$ cat src/rtl/fireball_pkg.sv
// Shared constants and state encoding for the fireball launcher.
// Screen, keyboard and magazine parameters used by the launcher and its bench.
package fireball_pkg;

  localparam logic [7:0] FIRE_KEY        = 8'h2C;
  localparam logic [7:0] RELOAD_KEY      = 8'h15;
  localparam logic [9:0] X_LIMIT         = 10'd639;
  localparam logic [3:0] AMMO_MAX        = 4'd5;
  localparam logic [3:0] COOLDOWN_FRAMES = 4'd8;

  typedef enum logic [2:0] {
    IDLE     = 3'd0,
    LAUNCH   = 3'd1,
    FLYING   = 3'd2,
    RETIRE   = 3'd3,
    COOLDOWN = 3'd4
  } launch_state_t;

  function automatic logic [7:0] sat_inc8(input logic [7:0] v);
    return (v == 8'hFF) ? 8'hFF : v + 8'd1;
  endfunction

endpackage

$ cat src/rtl/frame_edge_sync.sv
// Synchronises an asynchronous frame tick and emits a one-cycle registered
// pulse two cycles after each rising edge; reusable by any sprite block.
module frame_edge_sync (
  input  logic clk_i,
  input  logic rst_ni,
  input  logic level_i,
  output logic edge_o
);

  logic d1_q;
  logic d2_q;
  logic edge_q;

  // Two-flop delay line plus a registered rising-edge detector
  always_ff @(posedge clk_i) begin
    if (!rst_ni) begin
      d1_q   <= 1'b0;
      d2_q   <= 1'b0;
      edge_q <= 1'b0;
    end else begin
      d1_q   <= level_i;
      d2_q   <= d1_q;
      edge_q <= d1_q & ~d2_q;
    end
  end

  assign edge_o = edge_q;

endmodule

$ cat src/rtl/fireball_launcher.sv
// Fireball launch controller: takes key presses, sequences one shot at a time
// through launch, flight, retire and cooldown, and tracks ammo and hits.
module fireball_launcher
  import fireball_pkg::*;
(
  input  logic        Clk,
  input  logic        Reset_n,
  input  logic        frame_clk,
  input  logic [7:0]  keycode,
  input  logic [19:0] sprite_xpos,
  input  logic [9:0]  sprite_W,
  input  logic        target_hit,
  output logic        spr_on,
  output logic        inc,
  output logic [3:0]  ammo,
  output logic [7:0]  hits,
  output logic        busy
);

  launch_state_t state_q, state_d;
  logic [3:0]    ammo_q, ammo_d;
  logic [7:0]    hits_q, hits_d;
  logic [3:0]    cd_q, cd_d;
  logic [7:0]    key_prev_q;
  logic          spr_on_q, spr_on_d;
  logic          inc_q, inc_d;
  logic          busy_q, busy_d;

  logic          frame_edge_s;
  logic          fire_press_s;
  logic          reload_press_s;
  logic [10:0]   right_s;
  logic          at_edge_s;
  logic          unused_xpos_s;

  frame_edge_sync u_frame_edge_sync (
    .clk_i   (Clk),
    .rst_ni  (Reset_n),
    .level_i (frame_clk),
    .edge_o  (frame_edge_s)
  );

  assign fire_press_s   = (keycode == FIRE_KEY)   && (key_prev_q != FIRE_KEY);
  assign reload_press_s = (keycode == RELOAD_KEY) && (key_prev_q != RELOAD_KEY);

  // 11-bit sum so a wide sprite near the edge cannot wrap past the limit
  assign right_s       = {1'b0, sprite_xpos[9:0]} + {1'b0, sprite_W};
  assign at_edge_s     = right_s >= {1'b0, X_LIMIT};
  assign unused_xpos_s = ^sprite_xpos[19:10];

  // Next-state and next-output logic; outputs are derived from the next state
  always_comb begin
    state_d = state_q;
    ammo_d  = ammo_q;
    hits_d  = hits_q;
    cd_d    = cd_q;
    case (state_q)
      IDLE: begin
        if (reload_press_s) begin
          ammo_d = AMMO_MAX;
        end else if (fire_press_s && (ammo_q != 4'd0)) begin
          ammo_d  = ammo_q - 4'd1;
          state_d = LAUNCH;
        end else begin
          state_d = IDLE;
        end
      end
      LAUNCH: begin
        state_d = FLYING;
      end
      FLYING: begin
        if (target_hit) begin
          hits_d  = sat_inc8(hits_q);
          state_d = RETIRE;
        end else if (at_edge_s) begin
          state_d = RETIRE;
        end else begin
          state_d = FLYING;
        end
      end
      RETIRE: begin
        cd_d    = COOLDOWN_FRAMES;
        state_d = COOLDOWN;
      end
      COOLDOWN: begin
        if (frame_edge_s) begin
          if (cd_q <= 4'd1) begin
            cd_d    = 4'd0;
            state_d = IDLE;
          end else begin
            cd_d = cd_q - 4'd1;
          end
        end else begin
          cd_d = cd_q;
        end
      end
      default: begin
        state_d = IDLE;
        cd_d    = 4'd0;
      end
    endcase

    spr_on_d = (state_d == FLYING);
    inc_d    = (state_d == LAUNCH) || (state_d == RETIRE);
    busy_d   = (state_d != IDLE);
  end

  // State, counters, key history and registered outputs
  always_ff @(posedge Clk) begin
    if (!Reset_n) begin
      state_q    <= IDLE;
      ammo_q     <= AMMO_MAX;
      hits_q     <= 8'd0;
      cd_q       <= 4'd0;
      key_prev_q <= 8'h00;
      spr_on_q   <= 1'b0;
      inc_q      <= 1'b0;
      busy_q     <= 1'b0;
    end else begin
      state_q    <= state_d;
      ammo_q     <= ammo_d;
      hits_q     <= hits_d;
      cd_q       <= cd_d;
      key_prev_q <= keycode;
      spr_on_q   <= spr_on_d;
      inc_q      <= inc_d;
      busy_q     <= busy_d;
    end
  end

  assign spr_on = spr_on_q;
  assign inc    = inc_q;
  assign ammo   = ammo_q;
  assign hits   = hits_q;
  assign busy   = busy_q;

endmodule

$ cat config.mk
export PLATFORM = sky130hd
export DESIGN_NAME = fireball_launcher
export DESIGN_NICKNAME = d
export VERILOG_FILES = /design/src/rtl/fireball_pkg.sv /design/src/rtl/frame_edge_sync.sv /design/src/rtl/fireball_launcher.sv
export SDC_FILE = /design/constraint.sdc
export NUM_CORES = 1
export LEC_CHECK = 0
export BUFFER_PORTS_ARGS = -buffer_cell sky130_fd_sc_hd__buf_4
export CELL_PAD_IN_SITES_DETAIL_PLACEMENT = 1
export CELL_PAD_IN_SITES_GLOBAL_PLACEMENT = 1
export CORE_MARGIN = 2
export CORE_UTILIZATION = 34
export DETAILED_ROUTE_END_ITERATION = 6
export GPL_TIMING_DRIVEN = 0
export PLACE_DENSITY = 0.83
export REMOVE_ABC_BUFFERS = 1
export SLEW_MARGIN = 5
export SYNTH_ARGS = -nofsm -noshare
export SYNTH_HDL_FRONTEND = slang
export SYNTH_SLANG_ARGS = --single-unit
$ cat constraint.sdc
create_clock -name Clk -period 2.1 [get_ports Clk]
set_input_delay 0.21 -clock Clk [delete_from_list [all_inputs] [get_ports Clk]]
set_output_delay 0.21 -clock Clk [all_outputs]
set_load 0.01 [all_outputs]
* After elaboration in Yosys (flattened, before gate mapping)
Index checks and enable logic that the tools add are counted.
** Word-level totals
- Register bits :: 33
- Bits in latches :: 0
- Bits in writable memories :: 0
- Bits in read-only memories :: 0
- Bits of input ports :: 42
- Output and inout bits :: 15
- Word-level logic and storage cells :: 58
- Memories kept :: 0
** Cells by class
- $add $sub $neg :: 4
- Multiply operators :: 0
- Div/mod/pow operators :: 0
- $lt $le $gt $ge :: 2
- Eq/ne operators :: 13
- Shifts and indexed selects :: 0
- Muxes and demuxes :: 13
- Bitwise gates (word level) :: 3
- Reductions and logical operators :: 12
** Operators with widths (count)
- $mux W4 :: 4
- $pmux W3 S5 :: 1
- $eq A3 B2 Y1 const B :: 4
- $pmux W4 S3 :: 1
- $add A10 B10 Y11 :: 1
- $ge A11 B10 Y1 const B :: 1
- $mux W3 :: 3
- $add A8 B1 Y8 const B :: 1
- $eq A8 B5 Y1 const B :: 1
- $eq A8 B6 Y1 const B :: 1
- $eq A8 B8 Y1 const B :: 1
- $mux W8 :: 1
- $ne A8 B5 Y1 const B :: 1
- $ne A8 B6 Y1 const B :: 1
- $sub A4 B1 Y4 const B :: 2
- $eq A3 B1 Y1 const B :: 2
- $reduce_and A2 Y1 :: 3
- $le A4 B1 Y1 const B :: 1
- $reduce_bool A4 Y1 :: 1
- $eq A3 B3 Y1 const B :: 1
- $logic_and A1 B1 Y1 :: 3
- $logic_not A3 Y1 :: 1
- $mux W1 :: 3
- $reduce_bool A3 Y1 :: 1
- 6 further kinds :: 7

* Longest topological paths before layout
Gate-level depths: netlist (run 1).
- Word-level depth :: 8
- Depth in mapped cells :: 9
- Mapped depth without buffers :: 9

* Hierarchy
From an unflattened synthesis (run 1), not the netlist that was laid out.
** Unflattened totals
- Cells, all modules :: 210
- Area total of the unflattened synthesis :: 1888.1 sq um
** By module, submodules not included
- fireball_launcher :: times used 1, cells each 204, area each 1806.7 sq um, seq. area each 600.6 sq um
- frame_edge_sync :: times used 1, cells each 6, area each 81.3 sq um, seq. area each 60.1 sq um

* Worst setup path after synthesis (run 1)
Ideal clock, no wire load.
- Path kind :: input to register
- From :: input sprite_xpos[0]
- To :: register spr_on_q, in the netlist spr_on
- Setup time :: 0.122 ns
- Data arrival time :: 1.838 ns
- Required time :: 1.978 ns
- Slack :: 0.140 ns
- Stages on the path :: 9
- Path buffers :: 0
- Cells stage by stage :: ha_1 -> inv_1 -> fa_1 -> nand2b_1 -> a21oi_1 -> xnor2_1 -> nor4_1 -> nor3_1 -> o311a_1
** On the way
- Longest elaborated chain between the ends :: 6
** RTL lines
- start: declaration :: line fireball_launcher.sv:10 : input logic [19:0] sprite_xpos,
- $add A10 B10 Y11 :: line fireball_launcher.sv:47 : assign right_s = {1'b0, sprite_xpos[9:0]} + {1'b0, sprite_W};
- $ge A11 B10 Y1 :: line fireball_launcher.sv:48 : assign at_edge_s = right_s >= {1'b0, X_LIMIT};
- $mux W1 :: line fireball_launcher.sv:75 : end else if (at_edge_s) begin
- $mux W1 :: line fireball_launcher.sv:72 : if (target_hit) begin
- $pmux W3 S5 :: line fireball_launcher.sv:57 : case (state_q)
- $eq A3 B2 Y1 :: line fireball_launcher.sv:103 : spr_on_d = (state_d == FLYING);
- end signal: assignment :: line fireball_launcher.sv:125 : spr_on_q <= spr_on_d;
- end: declaration :: line fireball_launcher.sv:25 : logic spr_on_q, spr_on_d;
No other way between the ends.
A chain may end at the register's enable or synchronous reset.

* Worst setup path in the final report (run 1)
Ends and elaborated chain as after synthesis.

==> results of run 1 <==
-- power by group through the flow --
stage / registers, mW / clock network (mW) / logic (mW)
2_1_floorplan: 0.657 / 0 / 0.122
3_3_place_gp: 0.658 / 0 / 0.198
3_5_place_dp: 0.658 / 0 / 0.205
4_1_cts: 0.644 / 0.644 / 0.206
5_1_grt: 0.645 / 0.661 / 0.241
6_report: 0.644 / 0.623 / 0.212
-- per-layer routing --
layer	up-vias	global-route usage, %	part of all wire, %
li1	839	-	-
met1	783	17.2	43
met2	44	26.2	49
met3	9	4.19	5.7
met4	0	5.36	1.7
met5	-	0	0
-- worst paths after layout --
check / startpoint / endpoint / slack (ns) / cells after the start
worst min-delay path: keycode[1] / key_prev_q[1] / 0.13 / 2
worst max-delay path: sprite_xpos[0] / spr_on / 0.15 / 10
worst max register to register: key_prev_q[1] / busy / 0.25 / 5
worst min register to register: u_frame_edge_sync.d2_q / u_frame_edge_sync.edge_o / 0.40 / 1
-- critical path, stage by stage --
cell and delay, ns:
buf_4 0.08, ha_1 0.16, inv_1 0.06, fa_1 0.40
nand2b_1 0.20, a21oi_1 0.18, xnor2_1 0.11, nor4_2 0.31
nor3_2 0.10, o311a_1 0.32
-- layout make-up --
| class | instances | area, µm² |
|---|---|---|
| flip-flops and latches | 33 | 661 |
| clock inverters | 1 | 30.0 |
| well taps | 70 | 87.6 |
| inverters | 8 | 30.0 |
| fillers | 606 | 2770 |
| multi-input cells | 163 | 1170 |
| clock buffers | 7 | 86.3 |
| repair buffers | 46 | 345 |
-- sequential cells by signal, indices dropped and copies added, names as in the netlist --
register	cells
u_frame_edge_sync.edge_o	1
u_frame_edge_sync.d1_q	1
u_frame_edge_sync.d2_q	1
key_prev_q	8
spr_on	1
ammo	4
state_q	3
hits	8
cd_q	4
inc	1
busy	1
-- cell usage in the layout, fill, tap and decap left out, types with 2 or more instances in the layout --
master / instances
ha_1: 14
xnor2_1: 10
nand4bb_1: 2
a21boi_0: 3
nor3_1: 4
clkbuf_8: 6
and2_1: 13
dfxtp_1: 33
nand3_1: 3
inv_1: 8
a211oi_1: 4
o21a_1: 2
o21ai_2: 2
buf_4: 46
and3b_1: 2
nor2_1: 18
nand2b_1: 2
nand4_1: 4
xor2_1: 7
a31oi_1: 4
o21ai_0: 13
nand2_1: 18
a21oi_1: 11
nor3b_1: 2
-- metrics by stage --
step	hold slack (ns)	utilization, %	setup slack, ns	power, mW
after floorplan	0.332	-	0.140	0.779
after global placement	0.377	44.0	-0.176	0.856
after detailed placement	0.381	44.0	-0.254	0.863
after CTS	0.124	46.2	0.0397	1.49
after global routing	0.136	46.5	0.0151	1.55
final	0.134	46.5	0.154	1.48
-- repair_timing --
item | in CTS | in global routing
hold buffers | 0 | 0
hold endpoints to repair | 0 | 0
endpoints found under the setup margin | 0 | 4
gates resized for setup | 0 | 3
-- kinds of logic (layout without fill, tap and decap cells) --
kind of cell | after synthesis | after routing | synth area share [%]
simple gates | 81 | 81 | 24.8
compound gates | 49 | 49 | 18.1
flops | 33 | 33 | 35.7
xor+xnor | 17 | 17 | 8.03
fa+ha+maj | 15 | 15 | 10.5
buf+inv | 11 | 62 | 2.30
mux | 1 | 1 | 0.540
==> metrics, run 1 <==
DP Area 2270 µm²; Mapped Area between 1500 and 2000 µm²; max_cap viols 0; Max Clk Rate between 0.5 and 0.6 GHz; Post-synth top cells dfxtp_1 (33), nand2_1 (18), nor2_1 (18), ha_1 (14); Die X about 78 µm; vias in the first global route 1738; nets@finish roughly 310; Detailed Routing Iterations Pass 1 4; P&R area growth vs syn 29.8%; Max FO, Critical Path 4; Post-synth EDFFs 0; combinational share of power between 10% and 20%; Clock Skew 0.00333 ns; grt ovf 0; CP arrival roughly 2.1 ns; Int Pwr 1.13 mW; static leakage around 0.98 nW; clock power share 42.1%; count leader, synth dfxtp_1; Flop pwr share 43.5%; Net Sw Frac a little under a quarter; Yosys top cell by area dfxtp_1; DP HPWL 3320 µm; layout cells sized above 1 25.2%; initial DRC count 62; CTS tree done; final setup fails 0; P_sw 0.347 mW; Slew Limit Headroom between 60% and 70%; Vias 1675; Max clock buf depth 2; num rows 26; Data required, critical path roughly 2.3 ns; CTS Buf Count 5; largest net degree at the start of global routing 27; Worst-Margin Slew 0.596 ns; initial antenna violation count 0; clock slew at the register clock pins of the worst setup and hold paths 0.07 ns; Distinct cells, synth 46; Finished Layout Cells 328; period utilization 92.7%; WL/cell 13.0 µm; die height just under 80 µm; IO Count between 50 and 60; Syn Area/Cell approximately 9 µm²; fin. max-slew vios 0; first-pass GRT wire length 7360 µm; vias per cell around 5.1; DRT antenna net count 0; Setup CP Type input pin to flip-flop; CP endpoint kind flip-flop; Async SR Flop Fraction 0%; setup TNS 0 ns; final worst path period need 1.95 ns; status finished clean; clock sinks 33; Min-Delay Path Class input pin to flip-flop; Post-CTS Repair Setup Buffers 0; # placed instances 320; drt total wl between 4000 and 5000 µm; # diodes 0; largest cells by area after synthesis dfxtp_1 (36%), ha_1 (9.5%), xnor2_1 (4.7%); Design Area, Final approximately 2400 µm²; Initial Utilization 35.8%; flops & latches, synth 33; Main synth FF type dfxtp_1; Clk Latency, worst-skew pair 0.29 ns; Tot GR Track Use roughly 15%; RSZ-0062 raised after global routing false; Port-buffer cells 46; final hold vios 0; routability cong. between 0.7 and 0.8; Peak supply drop approximately 0.33 mV; Die ar. ~6100 µm²; Setup crit start kind input pin; Post-Syn Instances 207; post-synth top area share 35.7%; DRC 0; CORE AREA 5170 µm²; PD cells 615 nW/µm²; Root Driver clkbuf_8; H-tree levels 2; sequential area share after synthesis approximately 36%; YS warnings 0
(Power assumes the default switching activity.)
==> run 2: changes to the inputs <==
--- a/config.mk
+++ b/config.mk
@@ -9,10 +9,11 @@
 export CELL_PAD_IN_SITES_DETAIL_PLACEMENT = 1
 export CELL_PAD_IN_SITES_GLOBAL_PLACEMENT = 1
 export CORE_MARGIN = 2
-export CORE_UTILIZATION = 34
+export CORE_UTILIZATION = 35
+export CTS_BUF_LIST = sky130_fd_sc_hd__clkbuf_8
 export DETAILED_ROUTE_END_ITERATION = 6
 export GPL_TIMING_DRIVEN = 0
-export PLACE_DENSITY = 0.83
+export PLACE_DENSITY = 0.85
 export REMOVE_ABC_BUFFERS = 1
 export SLEW_MARGIN = 5
 export SYNTH_ARGS = -nofsm -noshare
==> metrics, run 2 (synthesis results as in run 1) <==
Setup CP Type input pin to flip-flop; WL/cell 13.6 µm (+5.1%); CP delay by family, top compound AO/OA/AOI/OAI gates; most frequent cells in the layout buf_4 (46), dfxtp_1 (33), nand2_1 (18), nor2_1 (18), ha_1 (14); first-pass GRT wire length 7420 µm (+0.84%); CP arrival 2.17 ns (+0.04 ns); Vias 1671 (-0.24%); setup TNS 0 ns (unchanged); CP endpoint kind flip-flop; Power Total 1.32 mW (-10%); vias per cell 5.11 (about the same); # hold bufs at CTS 0 (unchanged); Clock Skew 0.00421 ns (+0.000880 ns); Die ar. 5890 µm² (-2.7%); Detailed Routing Iterations Pass 1 4 (unchanged); worst reg2reg setup slack 0.24 ns (about the same); Slew Limit Headroom 58.5% (-1.8 points); Worst-Margin Slew 0.623 ns (+0.0267 ns); Setup crit start sprite_xpos[0]; DP HPWL 3530 µm (+6.2%); DRC 0 (unchanged); clock sinks 33 (unchanged); initial antenna violation count 0 (unchanged); CP max-delay cell fa_1; fin. max-slew vios 0 (unchanged); CTS tree done; CP cell instances buf_4, ha_1, inv_1, fa_1, nand2b_1, a211oi_1, o21ai_0, xnor2_1, nor3_2, o311a_1; vias in the first global route 1715 (-1.3%); Hold Path Origin keycode[2]; Max Clk Rate 0.502 GHz (-2.3%); most common cell after layout, fill and taps aside buf_4; # diodes 0 (unchanged); Crit path buffers/inverters 2 (unchanged); register area 661 µm² (unchanged); Min-Delay Path Class input pin to flip-flop; final hold vios 0 (unchanged); max_cap viols 0 (unchanged); Tot GR Track Use 15.8% (+0.84 points); final worst path period need 1.99 ns (+0.0451 ns); max incr delay on CP 0.40 ns (about the same); Die X 76.8 µm (-1.4%); nets@finish 314 (unchanged); Max FO, Critical Path 4 (unchanged); drt total wl 4460 µm (+4.7%); largest net degree at the start of global routing 27 (unchanged); Max clock buf depth 2 (unchanged); CTS Buf Count 5 (unchanged); final setup fails 0 (unchanged); cells on worst reg2reg path 5 (unchanged); Stages on worst setup path 10 (unchanged); die height 76.8 µm (-1.4%); reg2reg end busy; DRT antenna net count 0 (unchanged); H-tree levels 2 (unchanged); status finished clean; CORE AREA 5110 µm² (-1.3%); r2r startpoint state_q[0]; layout cells sized above 1 24.1% (-1.1 points); Multi-input gate area 1150 µm² (-0.97%); initial DRC count 68 (+9.7%); routability cong. 0.761 (+3.4%); post-layout util 46.3% (-0.22 points); Clk Latency, worst-skew pair 0.29 ns (about the same); Initial Utilization 36.3% (+0.46 points); static leakage 0.970 nW (-1.1%); num rows 26 (unchanged); Critical Path End spr_on; P&R area growth vs syn 27.6%; Data required, critical path 2.28 ns (about the same); IO Count 57 (unchanged); Port-buffer cells 46 (unchanged); period utilization 94.8% (+2.1 points); fillers 635 (+4.8%); Peak supply drop 0.391 mV (+18%); clock slew at the register clock pins of the worst setup and hold paths 0.06 ns (about the same); grt ovf 0 (unchanged); Root Driver clkbuf_8; PD cells 560 nW/µm² (-8.9%); Setup crit start kind input pin
## run 2: report_power, final
part	internal, mW	switching, mW	total, mW
combinational	0.107	0.101	0.208
sequential	0.638	0.00622	0.644
clock	0.255	0.218	0.472
total	1.00	0.325	1.32
## run 2: worst min-delay path by stage
stage                          endpoint  slack, ns  depth (start not counted)
2_1_floorplan             key_prev_q[0]       0.33                          1
5_1_grt                   key_prev_q[2]       0.14                          2
4_1_cts                   key_prev_q[2]       0.13                          2
3_5_place_dp   u_frame_edge_sync.edge_o       0.40                          1
3_3_place_gp   u_frame_edge_sync.edge_o       0.38                          1
6_report                  key_prev_q[2]       0.14                          2
## run 2: repair_timing
| item | in CTS | in global routing |
|---|---|---|
| gates resized for setup | 0 | 1 |
| setup endpoints to repair | 0 | 4 |
| setup buffers | 0 | 0 |
## run 2: routing by layer
metal  global-route usage (%)  vias up  share of wire, %  wire length [µm]
li1                         -      837                 -                 -
met1                     17.5      781                43              1900
met2                     28.2       47                50              2240
met3                     4.35        6               5.2               234
met4                     6.55        0               1.7                78
met5                        0        -                 0                 0
## run 2: cell type report
type                       count  share of cell area (%)
clock buffer                   6                    3.49
clock inverter                 1                   0.159
inverter                       8                    1.27
multi-input combinational    163                    48.8
sequential                    33                    27.9
tap                           70                    3.70
timing repair buffer          46                    14.6
## run 2: metrics by stage
| step | hold WS (ns) | setup slack, ns | instances | cell area, µm² |
|---|---|---|---|---|
| final | 0.140 | 0.109 | 327 | 2360 |
| after global routing | 0.135 | -0.0505 | 327 | 2360 |
| after CTS | 0.131 | 0.0549 | 327 | 2360 |
| after detailed placement | 0.403 | -0.260 | 320 | 2270 |
| after global placement | 0.377 | -0.169 | 320 | 2270 |
| after floorplan | 0.332 | 0.140 | 204 | 1840 |
